==> src/rtl/alu_ctrl_idex_if.sv <==
// ID-to-EX bundle for the ALU decode stage: ID-side instruction/operands and
// hazard controls in, registered EX-side ALU operands and pipeline control out.
interface alu_ctrl_idex_if #(
  parameter int DW  = 32,
  parameter int RAW = 5
);
  logic           id_valid;
  logic [31:0]    id_instr;
  logic [DW-1:0]  id_rs_data;
  logic [DW-1:0]  id_rt_data;
  logic           stall;
  logic           flush;

  logic           ex_valid;
  logic [2:0]     ex_aluCtr;
  logic [DW-1:0]  ex_input1;
  logic [DW-1:0]  ex_input2;
  logic [DW-1:0]  ex_store_data;
  logic [RAW-1:0] ex_wreg;
  logic           ex_regwrite;
  logic           ex_memread;
  logic           ex_memwrite;
  logic           ex_branch;
  logic           ex_illegal;

  // The ID stage / hazard unit side drives instructions and stall/flush.
  modport master (
    output id_valid, id_instr, id_rs_data, id_rt_data, stall, flush,
    input  ex_valid, ex_aluCtr, ex_input1, ex_input2, ex_store_data,
           ex_wreg, ex_regwrite, ex_memread, ex_memwrite, ex_branch, ex_illegal
  );

  // The ID/EX register itself consumes the ID side and produces the EX side.
  modport slave (
    input  id_valid, id_instr, id_rs_data, id_rt_data, stall, flush,
    output ex_valid, ex_aluCtr, ex_input1, ex_input2, ex_store_data,
           ex_wreg, ex_regwrite, ex_memread, ex_memwrite, ex_branch, ex_illegal
  );
endinterface

==> src/rtl/alu_ctrl_idex.sv <==
// MIPS ID-stage decode into ALU control, operands and EX/MEM/WB enables,
// registered as the ID/EX pipeline register with stall, flush and bubbles.
module alu_ctrl_idex #(
  parameter int         DW      = 32,
  parameter int         RAW     = 5,
  parameter logic [2:0] NOP_CTR = 3'b010
) (
  input  logic         clk,
  input  logic         rst_n,
  alu_ctrl_idex_if.slave bus
);

  localparam logic [5:0] OP_RTYPE = 6'h00;
  localparam logic [5:0] OP_BEQ   = 6'h04;
  localparam logic [5:0] OP_ADDI  = 6'h08;
  localparam logic [5:0] OP_ANDI  = 6'h0C;
  localparam logic [5:0] OP_ORI   = 6'h0D;
  localparam logic [5:0] OP_XORI  = 6'h0E;
  localparam logic [5:0] OP_LW    = 6'h23;
  localparam logic [5:0] OP_SW    = 6'h2B;

  localparam logic [5:0] FN_ADD = 6'h20;
  localparam logic [5:0] FN_SUB = 6'h22;
  localparam logic [5:0] FN_AND = 6'h24;
  localparam logic [5:0] FN_OR  = 6'h25;
  localparam logic [5:0] FN_XOR = 6'h26;
  localparam logic [5:0] FN_NOR = 6'h27;

  localparam logic [2:0] CTR_AND = 3'b000;
  localparam logic [2:0] CTR_OR  = 3'b001;
  localparam logic [2:0] CTR_ADD = 3'b010;
  localparam logic [2:0] CTR_XOR = 3'b011;
  localparam logic [2:0] CTR_NOR = 3'b100;
  localparam logic [2:0] CTR_SUB = 3'b110;

  logic [5:0]     op;
  logic [5:0]     funct;
  logic [RAW-1:0] rt;
  logic [RAW-1:0] rd;
  logic [15:0]    imm;
  logic [DW-1:0]  immSext;
  logic [DW-1:0]  immZext;
  logic [4:0]     unused_shamt;

  assign op           = bus.id_instr[31:26];
  assign funct        = bus.id_instr[5:0];
  assign rt           = RAW'(bus.id_instr[20:16]);
  assign rd           = RAW'(bus.id_instr[15:11]);
  assign imm          = bus.id_instr[15:0];
  assign immSext      = {{(DW-16){imm[15]}}, imm};
  assign immZext      = {{(DW-16){1'b0}}, imm};
  assign unused_shamt = bus.id_instr[10:6];

  logic [2:0]     dCtr;
  logic [DW-1:0]  dIn2;
  logic [RAW-1:0] dWreg;
  logic           dRegwrite;
  logic           dMemread;
  logic           dMemwrite;
  logic           dBranch;
  logic           dIllegal;

  always_comb begin
    dCtr      = NOP_CTR;
    dIn2      = bus.id_rt_data;
    dWreg     = rt;
    dRegwrite = 1'b0;
    dMemread  = 1'b0;
    dMemwrite = 1'b0;
    dBranch   = 1'b0;
    dIllegal  = 1'b0;

    // The all-zero word is the canonical NOP and keeps the defaults.
    if (bus.id_instr != 32'h0) begin
      case (op)
        OP_RTYPE: begin
          dWreg     = rd;
          dRegwrite = 1'b1;
          case (funct)
            FN_ADD:  dCtr = CTR_ADD;
            FN_SUB:  dCtr = CTR_SUB;
            FN_AND:  dCtr = CTR_AND;
            FN_OR:   dCtr = CTR_OR;
            FN_XOR:  dCtr = CTR_XOR;
            FN_NOR:  dCtr = CTR_NOR;
            default: begin
              dIllegal  = 1'b1;
              dRegwrite = 1'b0;
            end
          endcase
        end
        OP_ADDI: begin
          dCtr      = CTR_ADD;
          dIn2      = immSext;
          dRegwrite = 1'b1;
        end
        OP_ANDI: begin
          dCtr      = CTR_AND;
          dIn2      = immZext;
          dRegwrite = 1'b1;
        end
        OP_ORI: begin
          dCtr      = CTR_OR;
          dIn2      = immZext;
          dRegwrite = 1'b1;
        end
        OP_XORI: begin
          dCtr      = CTR_XOR;
          dIn2      = immZext;
          dRegwrite = 1'b1;
        end
        OP_LW: begin
          dCtr      = CTR_ADD;
          dIn2      = immSext;
          dMemread  = 1'b1;
          dRegwrite = 1'b1;
        end
        OP_SW: begin
          dCtr      = CTR_ADD;
          dIn2      = immSext;
          dMemwrite = 1'b1;
        end
        OP_BEQ: begin
          dCtr    = CTR_SUB;
          dBranch = 1'b1;
        end
        default: dIllegal = 1'b1;
      endcase
    end

    // $0 is hard-wired, so a write to it is dropped here rather than in WB.
    if (dWreg == '0) dRegwrite = 1'b0;

    if (!bus.id_valid) begin
      dCtr      = NOP_CTR;
      dRegwrite = 1'b0;
      dMemread  = 1'b0;
      dMemwrite = 1'b0;
      dBranch   = 1'b0;
      dIllegal  = 1'b0;
    end
  end

  // Flush beats stall; a flush bubble leaves the data fields as they were.
  always_ff @(posedge clk or negedge rst_n) begin
    if (!rst_n) begin
      bus.ex_valid      <= 1'b0;
      bus.ex_aluCtr     <= NOP_CTR;
      bus.ex_input1     <= '0;
      bus.ex_input2     <= '0;
      bus.ex_store_data <= '0;
      bus.ex_wreg       <= '0;
      bus.ex_regwrite   <= 1'b0;
      bus.ex_memread    <= 1'b0;
      bus.ex_memwrite   <= 1'b0;
      bus.ex_branch     <= 1'b0;
      bus.ex_illegal    <= 1'b0;
    end else if (bus.flush) begin
      bus.ex_valid    <= 1'b0;
      bus.ex_aluCtr   <= NOP_CTR;
      bus.ex_regwrite <= 1'b0;
      bus.ex_memread  <= 1'b0;
      bus.ex_memwrite <= 1'b0;
      bus.ex_branch   <= 1'b0;
      bus.ex_illegal  <= 1'b0;
    end else if (!bus.stall) begin
      bus.ex_valid      <= bus.id_valid;
      bus.ex_aluCtr     <= dCtr;
      bus.ex_input1     <= bus.id_rs_data;
      bus.ex_input2     <= dIn2;
      bus.ex_store_data <= bus.id_rt_data;
      bus.ex_wreg       <= dWreg;
      bus.ex_regwrite   <= dRegwrite;
      bus.ex_memread    <= dMemread;
      bus.ex_memwrite   <= dMemwrite;
      bus.ex_branch     <= dBranch;
      bus.ex_illegal    <= dIllegal;
    end
  end

endmodule

==> src/flat_wrapper.sv <==
// flat-port wrapper written by rule: the top's interface ports become plain ports
module alu_ctrl_idex_flat 
#(
  parameter int         DW      = 32,
  parameter int         RAW     = 5,
  parameter logic [2:0] NOP_CTR = 3'b010
)
  (clk, rst_n, bus_id_valid, bus_id_instr, bus_id_rs_data, bus_id_rt_data, bus_stall, bus_flush, bus_ex_valid, bus_ex_aluCtr, bus_ex_input1, bus_ex_input2, bus_ex_store_data, bus_ex_wreg, bus_ex_regwrite, bus_ex_memread, bus_ex_memwrite, bus_ex_branch, bus_ex_illegal);
  alu_ctrl_idex_if #(.DW(DW), .RAW(RAW)) bus_i ();
  input  logic clk;
  input  logic rst_n;
  input wire logic [$bits(bus_i.id_valid)-1:0] bus_id_valid;
  input wire logic [$bits(bus_i.id_instr)-1:0] bus_id_instr;
  input wire logic [$bits(bus_i.id_rs_data)-1:0] bus_id_rs_data;
  input wire logic [$bits(bus_i.id_rt_data)-1:0] bus_id_rt_data;
  input wire logic [$bits(bus_i.stall)-1:0] bus_stall;
  input wire logic [$bits(bus_i.flush)-1:0] bus_flush;
  output wire logic [$bits(bus_i.ex_valid)-1:0] bus_ex_valid;
  output wire logic [$bits(bus_i.ex_aluCtr)-1:0] bus_ex_aluCtr;
  output wire logic [$bits(bus_i.ex_input1)-1:0] bus_ex_input1;
  output wire logic [$bits(bus_i.ex_input2)-1:0] bus_ex_input2;
  output wire logic [$bits(bus_i.ex_store_data)-1:0] bus_ex_store_data;
  output wire logic [$bits(bus_i.ex_wreg)-1:0] bus_ex_wreg;
  output wire logic [$bits(bus_i.ex_regwrite)-1:0] bus_ex_regwrite;
  output wire logic [$bits(bus_i.ex_memread)-1:0] bus_ex_memread;
  output wire logic [$bits(bus_i.ex_memwrite)-1:0] bus_ex_memwrite;
  output wire logic [$bits(bus_i.ex_branch)-1:0] bus_ex_branch;
  output wire logic [$bits(bus_i.ex_illegal)-1:0] bus_ex_illegal;
  assign bus_i.id_valid = bus_id_valid;
  assign bus_i.id_instr = bus_id_instr;
  assign bus_i.id_rs_data = bus_id_rs_data;
  assign bus_i.id_rt_data = bus_id_rt_data;
  assign bus_i.stall = bus_stall;
  assign bus_i.flush = bus_flush;
  assign bus_ex_valid = bus_i.ex_valid;
  assign bus_ex_aluCtr = bus_i.ex_aluCtr;
  assign bus_ex_input1 = bus_i.ex_input1;
  assign bus_ex_input2 = bus_i.ex_input2;
  assign bus_ex_store_data = bus_i.ex_store_data;
  assign bus_ex_wreg = bus_i.ex_wreg;
  assign bus_ex_regwrite = bus_i.ex_regwrite;
  assign bus_ex_memread = bus_i.ex_memread;
  assign bus_ex_memwrite = bus_i.ex_memwrite;
  assign bus_ex_branch = bus_i.ex_branch;
  assign bus_ex_illegal = bus_i.ex_illegal;
  alu_ctrl_idex #(.DW(DW), .RAW(RAW), .NOP_CTR(NOP_CTR)) u_core (.clk(clk), .rst_n(rst_n), .bus(bus_i));
endmodule
==> config.mk <==
export PLATFORM = sky130hd
export DESIGN_NAME = alu_ctrl_idex_flat
export DESIGN_NICKNAME = d
export VERILOG_FILES = /design/src/rtl/alu_ctrl_idex_if.sv /design/src/rtl/alu_ctrl_idex.sv /design/src/flat_wrapper.sv
export SDC_FILE = /design/constraint.sdc
export NUM_CORES = 1
export LEC_CHECK = 0
export CELL_PAD_IN_SITES_DETAIL_PLACEMENT = 1
export CELL_PAD_IN_SITES_GLOBAL_PLACEMENT = 2
export CORE_UTILIZATION = 24
export CTS_BUF_LIST = sky130_fd_sc_hd__clkbuf_4 sky130_fd_sc_hd__clkbuf_8
export CTS_CLUSTER_DIAMETER = 200
export CTS_CLUSTER_SIZE = 12
export DETAILED_ROUTE_END_ITERATION = 8
export PLACE_DENSITY = 0.87
export REMOVE_ABC_BUFFERS = 1
export SLEW_MARGIN = 20
export SYNTH_ARGS = -nofsm -noshare
export SYNTH_HDL_FRONTEND = slang
export SYNTH_SLANG_ARGS = --single-unit
==> constraint.sdc <==
create_clock -name clk -period 0.9 [get_ports clk]
set_input_delay 0.225 -clock clk [delete_from_list [all_inputs] [get_ports clk]]
set_output_delay 0.225 -clock clk [all_outputs]
set_load 0.05 [all_outputs]
**Yosys cells after proc, flatten, opt, wreduce, memory -nomap -nowiden**

Index checks and enable logic that the tools add are counted.

- Bits in registers: 110
- Input bits: 101
- Output and inout bits: 110
- Logic and storage cells: 76

- Equality and inequality tests: 14
- Mux-type cells: 40
- Bitwise logic cells: 2
- Reductions and logical operators: 9

Operators with widths:

| kind | number |
|---|---|
| 32-bit one-hot mux with 2 select lines | 1 |
| 6-bit == test (second input constant) | 8 |
| 32-bit 2-to-1 mux | 1 |
| 32-bit nonzero test | 1 |
| 3-bit one-hot mux with 5 select lines | 2 |
| 1-bit 2-to-1 mux | 28 |
| 6-bit by 4-bit == test with 1-bit output (second input constant) | 4 |
| 3-bit 2-to-1 mux | 4 |
| 5-bit 2-to-1 mux | 2 |
| 7-bit OR reduction | 1 |
| 6-bit by 3-bit == test with 1-bit output (second input constant) | 1 |
| 6-bit zero test | 1 |
| 3-bit OR reduction | 2 |
| 6-bit OR reduction | 1 |
| 5-bit zero test | 1 |
| 5-bit OR reduction | 1 |
| 1-bit one-hot mux with 2 select lines | 2 |
| 2-bit by 1-bit inequality test with 1-bit output (second input constant) | 1 |
| 1-bit NOT | 2 |
| 2-bit AND reduction | 1 |

**Depth between registers and ports, before layout**

- Word-level depth: 9
- Depth in mapped cells: 7
- Gate-level depth less buffers: 5

**Least setup slack after synthesis**

Ideal clock, no wire load.

- Kind: input-to-reg
- Start: input port bus_id_instr[26]
- End: register u_core.bus.ex_wreg[1] in the netlist's numbering
- Data arrival time: 1.584 ns
- Required time: 0.773 ns
- Setup slack: -0.811 ns
- Stages: 6
- Cells stage by stage: buf_4 or4_4 nor3_4 o41ai_2 a221oi_1 nor2_1

- Longest elaborated chain between the ends: 3
- Elaborated cells between the ends (all ways): 4

RTL lines:

| element | line | source |
|---|---|---|
| from (decl) | flat_wrapper.sv:13 | `input wire logic [$bits(bus_i.id_instr)-1:0] bus_id_instr;` |
| 6-bit zero test | alu_ctrl_idex.sv:75 | `case (op)` |
| 5-bit 2-to-1 mux | alu_ctrl_idex.sv:75 |  |
| 5-bit 2-to-1 mux * | alu_ctrl_idex.sv:74 | `if (bus.id_instr != 32'h0) begin` |
| to (signal assigned) | alu_ctrl_idex.sv:172 | `bus.ex_wreg <= dWreg;` |
| to (decl) | alu_ctrl_idex_if.sv:37 | `ex_wreg, ex_regwrite, ex_memread, ex_memwrite, ex_branch, ex_illegal` |

Every way passes the cells marked *; elsewhere a longest branch is shown, timed or not.
A chain may end at the register's enable or synchronous reset.

**Worst setup path in the final report**

- Start: input port bus_id_instr[30]
- End: register u_core.bus.ex_wreg[1] in the netlist's numbering

Same word-level chain as after synthesis.

==> results.txt <==
Final Skew: 0 ns
largest family of logic cells by synthesized area: simple AND/OR/NAND/NOR gates
# port buffers: 210
final hold violations: 0
Clk Latency, worst-skew pair: 0.37 ns
total instance count after detailed placement: 1022
Synth-to-Final Area Change: 109.8%
Core ar.: 18960 um^2
drt via density: 4.659
Worst Path Required: 1.17 ns
most frequent cells in the layout: nand2_1 (232), buf_12 (117), dfrtp_1 (109), buf_4 (85), clkdlybuf4s50_1 (67)
synth warn: 0
Routed Wire Length: 21160 um
CTS Buf Count: 9
Synth Area in XOR/XNOR: 0.5594%
Post-synth EDFFs: 0
Post-synth ARST share: 100.0%
clk root buf: clkbuf_8
P_leak: 4.767 nW
via count: 5092
CTS tree: built
Post-Syn Instances: 526
end-of-flow core utilization: 51.98%
Worst Hold Depth: 3
post-synthesis compound-gate area fraction: 6.633%
final net count: 929
commonest non-fill, non-tap cell in the layout: nand2_1
Top Ports: 211
post-synthesis adder-cell area fraction: 0.2131%
Seq/Total Area, Yosys: 58.63%
worst setup path category: in -> reg
RSZ-0062 raised after global routing: yes
WL/cell: 19.36 um
area occupied by multi-input gates: 2330 um^2
Slew Viols, Final: 0
worst min-delay path startpoint: bus_id_instr[8]
Initial Util: 24.78%
total clock sinks: 110
status: complete, but fails checks
Synth cell types: 41
clock tree buffer depth: 2
Setup violations, final: 156
crit path capture type: register
vias in the first global route: 5740
Yosys reg bits: 110
H-tree depth: 3
first-pass GRT wire length: 31130 um
DRT antenna net count: 0
Post-Synth Simple-Gate Area: 27.41%
CP Launch Type: input port
Reg2Reg Depth: 3
n_diodes: 0
final routed DRC violation total: 0
Post-DP HPWL: 13440 um
largest net degree at the start of global routing: 57
FF-to-FF Start: u_core.bus.ex_illegal
final period utilization: 149.4%
worst rel slew slack: 68.89%
arrival time worst endpoint: 1.62 ns
Post-Layout Cell Count: 1093
worst vdd ir: 0.8718 mV
DRT iter0 DRCs: 164
worst r2r dst: u_core.bus.ex_illegal
Synth top area share: 58.07%
mapped cell area: 4697 um^2
Congestion Overflow GR: 0
Synth Flop Type: dfrtp_1
Die ar.: 20130 um^2
failing checks: setup timing
final worst path period need: 1.345 ns
Clock transition at path regs: 0.11 ns
Crit Path Max Fanout: 3
DRT Pass-1 Iters: 5
PD cells: 1678 nW/um^2
register cell area after layout: 2754 um^2
Tightest Hold Check Type: in -> reg
Die Span Y: 141.9 um
Worst Hold Endpoint: u_core.bus.ex_input2[8]
Die Width: 141.9 um
site row count: 50
mux contribution to synthesized area: 3.410%
fill cell count: 2028
share of cells above drive strength 1: 41.54%
final weighted congestion in routability-driven placement: 0.8284
PnR worst setup slack: -0.4449 ns
initial antenna violation count: 0
Least-Margin Pin Slew: 0.4607 ns
mean post-synth cell area: 8.930 um^2
GRT Util Overall: 20.29%
area leader, netlist: dfrtp_1
synth top area cells: dfrtp_1 (58%), nand2_1 (19%), nand3_1 (3.6%)
Max Cap Violations: 0
Fmax: 0.7435 GHz
r2r setup slk: -0.27 ns
==> where the power goes <==
group / total (W) / switching, W / internal [W]
Combinational: 0.00716 / 0.00368 / 0.00348
Clock: 0.00316 / 0.00180 / 0.00136
Sequential: 0.00622 / 0.000685 / 0.00553
==> synthesized netlist by cell type (3+ instances only) <==
cell type / count
inv_1: 4
buf_1: 4
nor2_1: 16
mux2i_1: 16
a221oi_1: 4
dfrtp_1: 109
buf_2: 4
nor4_1: 6
nand2b_1: 3
nand3_1: 34
nor3_1: 4
nand2_1: 238
a21oi_1: 9
o21ai_0: 23
clkbuf_1: 21
==> area by class of cell <==
class	instances	share of cell area, %
Timing Repair Buffer	322	42.93
Sequential cell	110	27.95
Multi-Input combinational cell	381	23.64
Tap cell	260	3.302
Clock buffer	11	1.410
Clock inverter	5	0.6095
Inverter	4	0.1524
==> metrics by stage <==
step / power, W / hold WS [ns] / setup TNS (ns) / cell area (um^2) / worst slack [ns]
3_5_place_dp: 0.01290 / 0.2446 / -91.72 / 8623 / -1.255
3_3_place_gp: 0.01271 / 0.2407 / -86.27 / 8623 / -1.201
5_1_grt: 0.01722 / 0.1654 / -50.37 / 9853 / -0.5105
4_1_cts: 0.01643 / 0.1543 / -46.09 / 9435 / -0.4523
6_report: 0.01654 / 0.1741 / -44.04 / 9853 / -0.4449
2_1_floorplan: 0.008781 / -0.07059 / -228.29 / 4564 / -3.139
==> critical path, stage by stage <==
cell,delay (ns)
buf_6,0.09
or4_4,0.56
nor3_4,0.22
o41ai_4,0.15
a221oi_2,0.27
nor2_1,0.09
==> kinds of logic (layout without fill, tap and decap cells) <==
logic type,count (synthesis),after routing
xor gates and xnor gates,3,3
muxes,16,16
and+or+nand+nor,312,312
adders and majority gates,1,1
AOI/OAI and AO/OA,49,49
DFF,110,110
buffers and inverters,35,342
==> how the worst max path moves through the flow <==
stage,start,endpoint,cells past startpoint
after floorplan,bus_stall,u_core.bus.ex_memwrite,4
after global placement,bus_id_instr[9],u_core.bus.ex_wreg[4],7
after detailed placement,bus_id_instr[9],u_core.bus.ex_wreg[1],7
after CTS,bus_id_instr[30],u_core.bus.ex_wreg[1],6
after global routing,bus_id_instr[9],u_core.bus.ex_wreg[1],7
final,bus_id_instr[30],u_core.bus.ex_wreg[1],6
==> flip-flops by register name, summed over array words and instances, names as in the netlist <==
signal                    cells
u_core.bus.ex_aluCtr          3
u_core.bus.ex_branch          1
u_core.bus.ex_illegal         1
u_core.bus.ex_input1         32
u_core.bus.ex_input2         32
u_core.bus.ex_memread         1
u_core.bus.ex_memwrite        1
u_core.bus.ex_regwrite        1
u_core.bus.ex_store_data     32
u_core.bus.ex_valid           1
u_core.bus.ex_wreg            5
==> layer usage <==
layer / vias up / routed length, um / GRT usage, % / share of wire [%]
li1: 2315 / - / - / -
met1: 2548 / 8123 / 23.20 / 38
met3: 49 / 880 / 3.577 / 4.2
met4: 0 / 720 / 7.301 / 3.4
met2: 180 / 11440 / 37.65 / 54
met5: - / 0 / 0 / 0
==> repair_timing <==
item / in CTS / in global routing
setup endpoints to repair: 220 / 188
gates cloned: 2 / 2
gates resized for setup: 148 / 96
pin swaps: 36 / 40
hold buffers: 1 / 0
buffers inserted: 39 / 17
hold endpoints to repair: 109 / 0
No activity file was read; power rests on OpenSTA's default activity.
